**src/rtl/plic_pkg.sv**
```systemverilog
// Shared types and constants for the PLIC gateway bank.
// Holds the gateway state encoding, edge counter limit and ID width helper.
package plic_pkg;

  typedef enum logic [1:0] {
    IDLE     = 2'd0,
    PENDING  = 2'd1,
    INFLIGHT = 2'd2
  } gw_state_e;

  // Saturation limit of the per-source rising-edge counter
  localparam int unsigned EDGE_CNT_MAX = 3;

  // Width needed to encode IDs 0..n, where ID 0 means "no source"
  function automatic int id_width(input int n);
    return $clog2(n + 1);
  endfunction

endpackage

```
**src/rtl/plic_gateway.sv**
```systemverilog
// Single-source PLIC gateway: IDLE -> PENDING -> INFLIGHT -> IDLE.
// Ports: clock, reset (sync, active-high), src, claim_hit, complete_hit,
//   edge_mode (only with PLIC_EDGE_TRIG_EN), ip, inflight (both registered).
// Optional feature macro: PLIC_EDGE_TRIG_EN (rising-edge counting mode).
module plic_gateway
  import plic_pkg::*;
(
  input  logic clock,
  input  logic reset,
  input  logic src,
  input  logic claim_hit,
  input  logic complete_hit,
`ifdef PLIC_EDGE_TRIG_EN
  input  logic edge_mode,
`endif
  output logic ip,
  output logic inflight
);

  gw_state_e state_q, state_d;
  logic      ip_q;
  logic      inflight_q;
  logic      req;

`ifdef PLIC_EDGE_TRIG_EN
  logic       prev_q;
  logic [1:0] cnt_q, cnt_d;
  logic       rise;
  logic       taken;

  assign rise  = src & ~prev_q;
  // An accepted claim of an edge-mode source consumes one edge
  assign taken = claim_hit & edge_mode
               & (state_q == PENDING);

  always_comb begin
    cnt_d = cnt_q;
    if (rise && !taken) begin
      if (cnt_q != 2'(EDGE_CNT_MAX))
        cnt_d = cnt_q + 2'd1;
    end else if (taken && !rise) begin
      if (cnt_q != 2'd0)
        cnt_d = cnt_q - 2'd1;
    end
  end

  always_ff @(posedge clock) begin
    if (reset) begin
      prev_q <= 1'b0;
      cnt_q  <= 2'd0;
    end else begin
      prev_q <= src;
      cnt_q  <= cnt_d;
    end
  end

  assign req = edge_mode ? (cnt_q != 2'd0) : src;
`else
  assign req = src;
`endif

  always_comb begin
    state_d = state_q;
    unique case (state_q)
      IDLE:     if (req)          state_d = PENDING;
      PENDING:  if (claim_hit)    state_d = INFLIGHT;
      INFLIGHT: if (complete_hit) state_d = IDLE;
      default:                    state_d = IDLE;
    endcase
  end

  // Outputs are flopped from the next state so they carry no
  // combinational path from any input.
  always_ff @(posedge clock) begin
    if (reset) begin
      state_q    <= IDLE;
      ip_q       <= 1'b0;
      inflight_q <= 1'b0;
    end else begin
      state_q    <= state_d;
      ip_q       <= (state_d == PENDING);
      inflight_q <= (state_d == INFLIGHT);
    end
  end

  assign ip       = ip_q;
  assign inflight = inflight_q;

endmodule

```
**src/rtl/plic_gateway_bank.sv**
```systemverilog
// Bank of NUM_SOURCES PLIC gateways with claim/complete ID decode.
// Ports: clock, reset (sync, active-high), io_src, io_claim_valid/id,
//   io_complete_valid/id, io_ip, io_inflight; io_edge_mode only when
//   PLIC_EDGE_TRIG_EN is defined. Source ID i maps to bit i-1.
module plic_gateway_bank
  import plic_pkg::*;
#(
  parameter int NUM_SOURCES = 8,
  parameter int ID_W        = id_width(NUM_SOURCES)
) (
  input  logic                   clock,
  input  logic                   reset,
  input  logic [NUM_SOURCES-1:0] io_src,
`ifdef PLIC_EDGE_TRIG_EN
  input  logic [NUM_SOURCES-1:0] io_edge_mode,
`endif
  input  logic                   io_claim_valid,
  input  logic [ID_W-1:0]        io_claim_id,
  input  logic                   io_complete_valid,
  input  logic [ID_W-1:0]        io_complete_id,
  output logic [NUM_SOURCES-1:0] io_ip,
  output logic [NUM_SOURCES-1:0] io_inflight
);

  logic [NUM_SOURCES-1:0] claim_hit;
  logic [NUM_SOURCES-1:0] complete_hit;

  // ID 0 and IDs above NUM_SOURCES match no bit and fall away here
  for (genvar i = 0; i < NUM_SOURCES; i++) begin : g_gw
    assign claim_hit[i] = io_claim_valid
      && (io_claim_id == ID_W'(i + 1));
    assign complete_hit[i] = io_complete_valid
      && (io_complete_id == ID_W'(i + 1));

    plic_gateway u_gw (
      .clock        (clock),
      .reset        (reset),
      .src          (io_src[i]),
      .claim_hit    (claim_hit[i]),
      .complete_hit (complete_hit[i]),
`ifdef PLIC_EDGE_TRIG_EN
      .edge_mode    (io_edge_mode[i]),
`endif
      .ip           (io_ip[i]),
      .inflight     (io_inflight[i])
    );
  end

endmodule

```
**config.mk**
```make
export PLATFORM = sky130hd
export DESIGN_NAME = plic_gateway_bank
export DESIGN_NICKNAME = d
export VERILOG_FILES = /design/src/rtl/plic_pkg.sv /design/src/rtl/plic_gateway.sv /design/src/rtl/plic_gateway_bank.sv
export SDC_FILE = /design/constraint.sdc
export NUM_CORES = 1
export LEC_CHECK = 0
export CORE_MARGIN = 2
export CORE_UTILIZATION = 50
export DETAILED_ROUTE_END_ITERATION = 10
export DONT_BUFFER_PORTS = 1
export PLACE_DENSITY_LB_ADDON = 0.12
export SKIP_CTS_REPAIR_TIMING = 1
export SLEW_MARGIN = 5
export SYNTH_ARGS = -nofsm -noshare
export SYNTH_HDL_FRONTEND = slang
export SYNTH_HIERARCHICAL = 1
export SYNTH_SLANG_ARGS = --single-unit
export TNS_END_PERCENT = 20
```
**constraint.sdc**
```tcl
create_clock -name clock -period 2 [get_ports clock]
set_clock_uncertainty 0.15 [all_clocks]
set_input_delay 0.2 -clock clock [delete_from_list [all_inputs] [get_ports clock]]
set_output_delay 0.2 -clock clock [all_outputs]
set_load 0.03 [all_outputs]
```
==> parameters.txt, run 1 <==
Parameter                              Value

Drt
  Iteration count of the initial detailed-routing pass    4
  Iteration-0 DRC Markers    18
  Average wire per cell in the routed design    between 10 and 15 um
  Final ANT Viol Nets    0
  Via density per instance    5.84
  Vias after detailed routing    about 1000
  Wire length reported by the detailed router    roughly 2.5 mm
  DRC errors left    0

Place
  Dpl hpwl    around 1.7 mm
  Pre-CTS setup slack    ~0.7 ns
  Number of buffers added on ports    0
  Placer congestion estimate    0.758

Timing
  Sum Neg Setup Slack    0 ns
  Worst setup margin    0.273 ns
  Final-report hold violation count    0
  Total setup violations reported at the end of the flow    0
  Number of pins exceeding their max-slew limit in the final report    0
  Fin crit period    about 1.7 ns
  Unrepaired setup endpoints after global routing    no
  Worst hold slack across all endpoints    0.0306 ns
  Max-Slew Margin vs Limit    between 60% and 70%
  Transition time at the pin with the least slew margin    roughly 0.47 ns
  Share of the clock period used by the worst path after layout    a little under nine tenths
  Achievable Freq    about 0.58 GHz

Layout
  Fraction of the core area covered by cells at the end of the flow    between 60% and 70%
  FILL cells    212
  Diode insertion count for antenna repair    0
  Growth of design area from synthesis to finish    19.3%
  Share of post-route cells with drive strength above 1    4.83%
  Most frequent standard cell in the layout excluding fill and tap cells    dfxtp_1
  Number of nets in the layout    around 160
  Most frequent cells in the layout    dfxtp_1 (32), nand2b_1 (20), a21oi_1 (16), a211oi_1 (16)

Pwr
  Total power per unit cell area    a little over 800 nW/um^2
  Worst vdd rail ir drop    ~630 uV
  Power Total    between 0.001 and 0.0015 W
  Leakage power total    0.501 nW

Floorplan
  Number of placement rows    17
  Area of the placeable core    between 2000 and 2500 sq um
  Area of the die    approximately 2800 sq um
  Die height    53.3 um
  Num ports    36
  Die W    53.3 um
  Starting density of the core    between 50% and 60%

Hold path
  Worst hold-check path type    in2reg

Logic synthesis
  Cell Area, Synth    ~1200 sq um
  Avg Synthesized Cell Area    a little under 10 sq um
  Synth top area share    52.8%
  Number of register bits inferred by synthesis    32
  Post-synthesis instance total    around 120
  Post-synth cell types    10
  Cell taking the most area after synthesis    dfxtp_1
  Cells taking the most area after synthesis    dfxtp_1 (53%), nand2b_1 (10%), a211oi_1 (9.9%)
  Share of the yosys chip area belonging to registers    52.8%
  Count of yosys warnings during synthesis    6
  Nets in the synthesized netlist    144

CTS
  Maximum level of the CTS H-tree    2
  Buffer levels on the longest clock path    2
  Clock insertion delay at the later pin of the skew report    roughly 0.34 ns
  Num Clock Sinks    32
  CTS tree    done
  Clock slew at reported path FFs    0.10 ns
  Clock buffers created by TritonCTS    5
  Clock tree root buffer cell    clkbuf_4

Run status
  Outcome    complete, no violations

GRT
  Gr ovfl total    0
  Total routing resource utilization after global routing    between 10% and 20%
  Initial antenna violation count    0
  Fraction of met3 tracks used by global routing    around 7.9%
  Met2 track demand over resource in global routing    between 20 and 30%
  Global Route met1 Usage    about 22%
  Maximum number of pins on one net before global-route repair    33
  First-pass GRT wire length    approximately 3.7 mm
  Number of global-route vias before repair    930
  Most used routing layer in global routing    met2

Critical path
  Slowest library cell on the worst path    dlygate4sd3_1
  Buffers plus inverters on the worst setup path    2
  Maximum fanout along the worst path    4
  Nature of the critical path endpoint    flop
  Critical path startpoint category    input pin
  Top cell family by delay on the critical path    buffers and inverters
  CP peak stage delay    between 0.5 and 0.6 ns
  Class of the most critical setup path    in2reg
  Critical path data required time    2.14 ns
  Cell-by-cell trace of the critical path    dlygate4sd3_1 > nor3_1 > nand3b_1 > a21oi_1 > dlygate4sd3_1
  Most numerous cell on the critical path    dlygate4sd3_1
  Data arrival, critical path    approximately 1.9 ns

Job
  Max cap viols    0
logic make-up after synthesis:
group / Yosys count / synth area share, %
flops: 32 / 52.8
simple gates: 60 / 30.7
compound gates: 32 / 16.5
cells in the mapped netlist:
library cell / instances
nand2b_1: 20
a211oi_1: 16
nor2_1: 12
nor4_1: 1
a21oi_1: 16
or3b_1: 10
dfxtp_1: 32
nand2_1: 3
nor3_1: 3
nand3b_1: 11
final timing paths:
check / start / slack [ns] / end / depth (start not counted)
max: io_claim_id[1] / 0.27 / g_gw[3].u_gw/inflight$_SDFF_PP0_ / 5
min: io_claim_id[1] / 0.03 / g_gw[6].u_gw/inflight$_SDFF_PP0_ / 4
max reg2reg: g_gw[3].u_gw/state_q[1]$_SDFF_PP0_ / 0.34 / g_gw[3].u_gw/inflight$_SDFF_PP0_ / 3
min reg2reg: g_gw[3].u_gw/state_q[1]$_SDFF_PP0_ / 0.31 / g_gw[3].u_gw/state_q[0]$_SDFF_PP0_ / 1
through the flow:
stage,area (sq um),std cells
2_1_floorplan,1210,124
3_3_place_gp,1250,152
3_5_place_dp,1250,152
4_1_cts,1310,160
5_1_grt,1450,173
6_report,1450,173
routing by layer:
layer / share of wire, % / vias up
met4: 1.9 / 0
met2: 44 / 38
met5: 0 / -
li1: - / 498
met3: 8.9 / 5
met1: 45 / 469
registers in the layout, indices dropped and copies added, names as in the netlist:
name                count
g_gw.u_gw/inflight      8
g_gw.u_gw/ip            8
g_gw.u_gw/state_q      16
where the power goes:
group          switching [W]  internal (W)
Combinational      0.0000442     0.0000500
Sequential         0.0000504      0.000668
Clock               0.000211      0.000173
final cells by class:
type	count	area, sq um	area share, %
Clock buffer	8	58.8	4.06
Timing Repair Buffer	13	140	9.68
Tap cell	28	35.0	2.42
Multi-Input combinational cell	92	573	39.6
Sequential cell	32	641	44.3
worst register-to-register path, delay by kind of cell, from the launching register on:
family,cells,cell delay (ns)
simple gates,1,0.38
flops,1,0.36
buf+inv,1,0.56
compound gates,1,0.17
Note: power is estimated with default switching activity, not from simulation.
==> inputs of run 2 (changes only) <==
--- a/config.mk
+++ b/config.mk
@@ -5,8 +5,9 @@
 export SDC_FILE = /design/constraint.sdc
 export NUM_CORES = 1
 export LEC_CHECK = 0
+export CAP_MARGIN = 20
 export CORE_MARGIN = 2
-export CORE_UTILIZATION = 50
+export CORE_UTILIZATION = 53
 export DETAILED_ROUTE_END_ITERATION = 10
 export DONT_BUFFER_PORTS = 1
 export PLACE_DENSITY_LB_ADDON = 0.12
==> constraint.sdc (replaced) <==
create_clock -name clock -period 2 [get_ports clock]
set_clock_uncertainty 0.15 [all_clocks]
set_input_delay 0.2 -clock clock [delete_from_list [all_inputs] [get_ports clock]]
set_output_delay 0.2 -clock clock [all_outputs]
set_load 0.02 [all_outputs]
==> run 2 against run 1 <==
Compared with the run above:
- global-route usage decreased by 0.38 points
- combinational power increased by 1%
- critical path depth decreased by 1
- total power decreased by 1.0%
- die area decreased by 5.2%
- hold slack improved by 0.0073 ns
- critical endpoint is now g_gw[0].u_gw/ip$_SDFF_PP0_
- largest cell class unchanged
==> parameters.txt, run 2 (same netlist as run 1, synthesis figures left out) <==
Parameter                              Value

Critical path
  Cell-by-cell trace of the critical path    dlygate4sd3_1 > buf_12 > a211oi_1 > dlygate4sd3_1
  Setup slack of the most critical reg-to-reg path    between 0.5 and 0.6 ns
  Most numerous cell on the critical path    dlygate4sd3_1
  Data arrival, critical path    1.68 ns
  Maximum fanout along the worst path    32
  Nature of the critical path endpoint    flop
  Critical path startpoint category    input pin
  CP peak stage delay    around 0.58 ns
  Top cell family by delay on the critical path    buffers and inverters
  Critical path data required time    approximately 2.1 ns
  Slowest library cell on the worst path    dlygate4sd3_1
  Class of the most critical setup path    in2reg
  Buffers plus inverters on the worst setup path    3

CTS
  Clock tree root buffer cell    clkbuf_4
  Clock insertion delay at the later pin of the skew report    around 0.33 ns
  CTS tree    done
  Clock slew at reported path FFs    roughly 0.09 ns
  Maximum level of the CTS H-tree    2
  Clock buffers created by TritonCTS    5
  Buffer levels on the longest clock path    2
  Num Clock Sinks    32

Drt
  Via density per instance    about 5.7
  Wire length reported by the detailed router    roughly 2.4 mm
  Final ANT Viol Nets    0
  Iteration count of the initial detailed-routing pass    4
  Vias after detailed routing    ~990
  DRC errors left    0
  Average wire per cell in the routed design    ~14 um
  Iteration-0 DRC Markers    11

Pwr
  Worst vdd rail ir drop    about 620 uV
  Total power per unit cell area    819 nW/um^2
  Leakage power total    ~0.5 nW

Floorplan
  Num ports    36
  Area of the placeable core    roughly 2200 sq um
  Die W    roughly 52 um
  Die height    roughly 52 um
  Starting density of the core    a little under three fifths
  Number of placement rows    17
  Area of the die    ~2700 sq um

Layout
  Most frequent cells in the layout    dfxtp_1 (32), nand2b_1 (20), a21oi_1 (16), a211oi_1 (16)
  Diode insertion count for antenna repair    0
  FILL cells    approximately 190
  Number of nets in the layout    between 150 and 200
  Growth of design area from synthesis to finish    19.3%
  Most frequent standard cell in the layout excluding fill and tap cells    dfxtp_1
  Largest register by flop count    g_gw.u_gw/state_q
  Largest register FFs    16
  Share of post-route cells with drive strength above 1    4.83%
  Non-filler cells in the finished layout    173
  Fraction of the core area covered by cells at the end of the flow    between 60% and 70%

Timing
  Max-Slew Margin vs Limit    approximately four fifths
  Total setup violations reported at the end of the flow    0
  Sum Neg Setup Slack    0 ns
  Worst hold slack across all endpoints    0.0380 ns
  Transition time at the pin with the least slew margin    0.322 ns
  Unrepaired setup endpoints after global routing    no
  Share of the clock period used by the worst path after layout    77.7%
  Number of pins exceeding their max-slew limit in the final report    0
  Fin crit period    approximately 1.6 ns
  Final-report hold violation count    0
  Achievable Freq    between 0.6 and 0.7 GHz

Place
  Number of buffers added on ports    0
  Placer congestion estimate    roughly 0.8
  Dpl hpwl    around 1.7 mm
  Cell total after placement    152

GRT
  Initial antenna violation count    0
  First-pass GRT wire length    between 3 and 4 mm
  Gr ovfl total    0
  Number of global-route vias before repair    877
  Total routing resource utilization after global routing    a little under a fifth
  Maximum number of pins on one net before global-route repair    33

Hold path
  Worst hold-check path type    in2reg

Job
  Max cap viols    0

Run status
  Outcome    complete, no violations
[run 2: final cells by class]
cell class,instances,area (sq um),share of cell area (%)
clock buffers,8,58.8,4.06
multi-input cells,92,573,39.6
repair buffers,13,140,9.68
well taps,28,35.0,2.42
flip-flops and latches,32,641,44.3
[run 2: routing by layer]
layer	vias to the layer above	global-route usage (%)	part of all wire (%)	wire, um
met3	6	10.1	7.6	185
met4	0	7.89	1.6	38
met1	456	22.0	44	1070
li1	490	-	-	-
met5	-	0	0	0
met2	33	29.7	47	1160
[run 2: worst paths after layout]
check,cells after the start,endpoint,from
worst max-delay path,4,g_gw[0].u_gw/ip$_SDFF_PP0_,reset
worst min-delay path,4,g_gw[6].u_gw/state_q[1]$_SDFF_PP0_,io_claim_id[1]
worst max register to register,3,g_gw[0].u_gw/ip$_SDFF_PP0_,g_gw[0].u_gw/state_q[0]$_SDFF_PP0_
worst min register to register,1,g_gw[4].u_gw/ip$_SDFF_PP0_,g_gw[4].u_gw/state_q[1]$_SDFF_PP0_
[run 2: tightest hold or removal path: stages]
cell	delay [ns]
nand2_1	0.06
nor2_1	0.06
nand3b_1	0.09
a21oi_1	0.06
[run 2: through the flow]
step | power, W | instance area [sq um] | worst slack (ns)
floorplan | 0.000769 | 1210 | 0.828
global placement | 0.000779 | 1250 | 0.714
detailed placement | 0.000781 | 1250 | 0.702
CTS | 0.00115 | 1310 | 0.857
global route | 0.00124 | 1450 | 0.432
finish | 0.00119 | 1450 | 0.445
[run 2: power breakdown]
group / internal, W / switching [W] / leakage [nW] / total (W)
registers: 0.000668 / 0.0000378 / 0.262 / 0.000706
clock network: 0.000173 / 0.000210 / 0.0326 / 0.000384
logic: 0.0000518 / 0.0000436 / 0.204 / 0.0000954
total: 0.000893 / 0.000292 / 0.499 / 0.00119
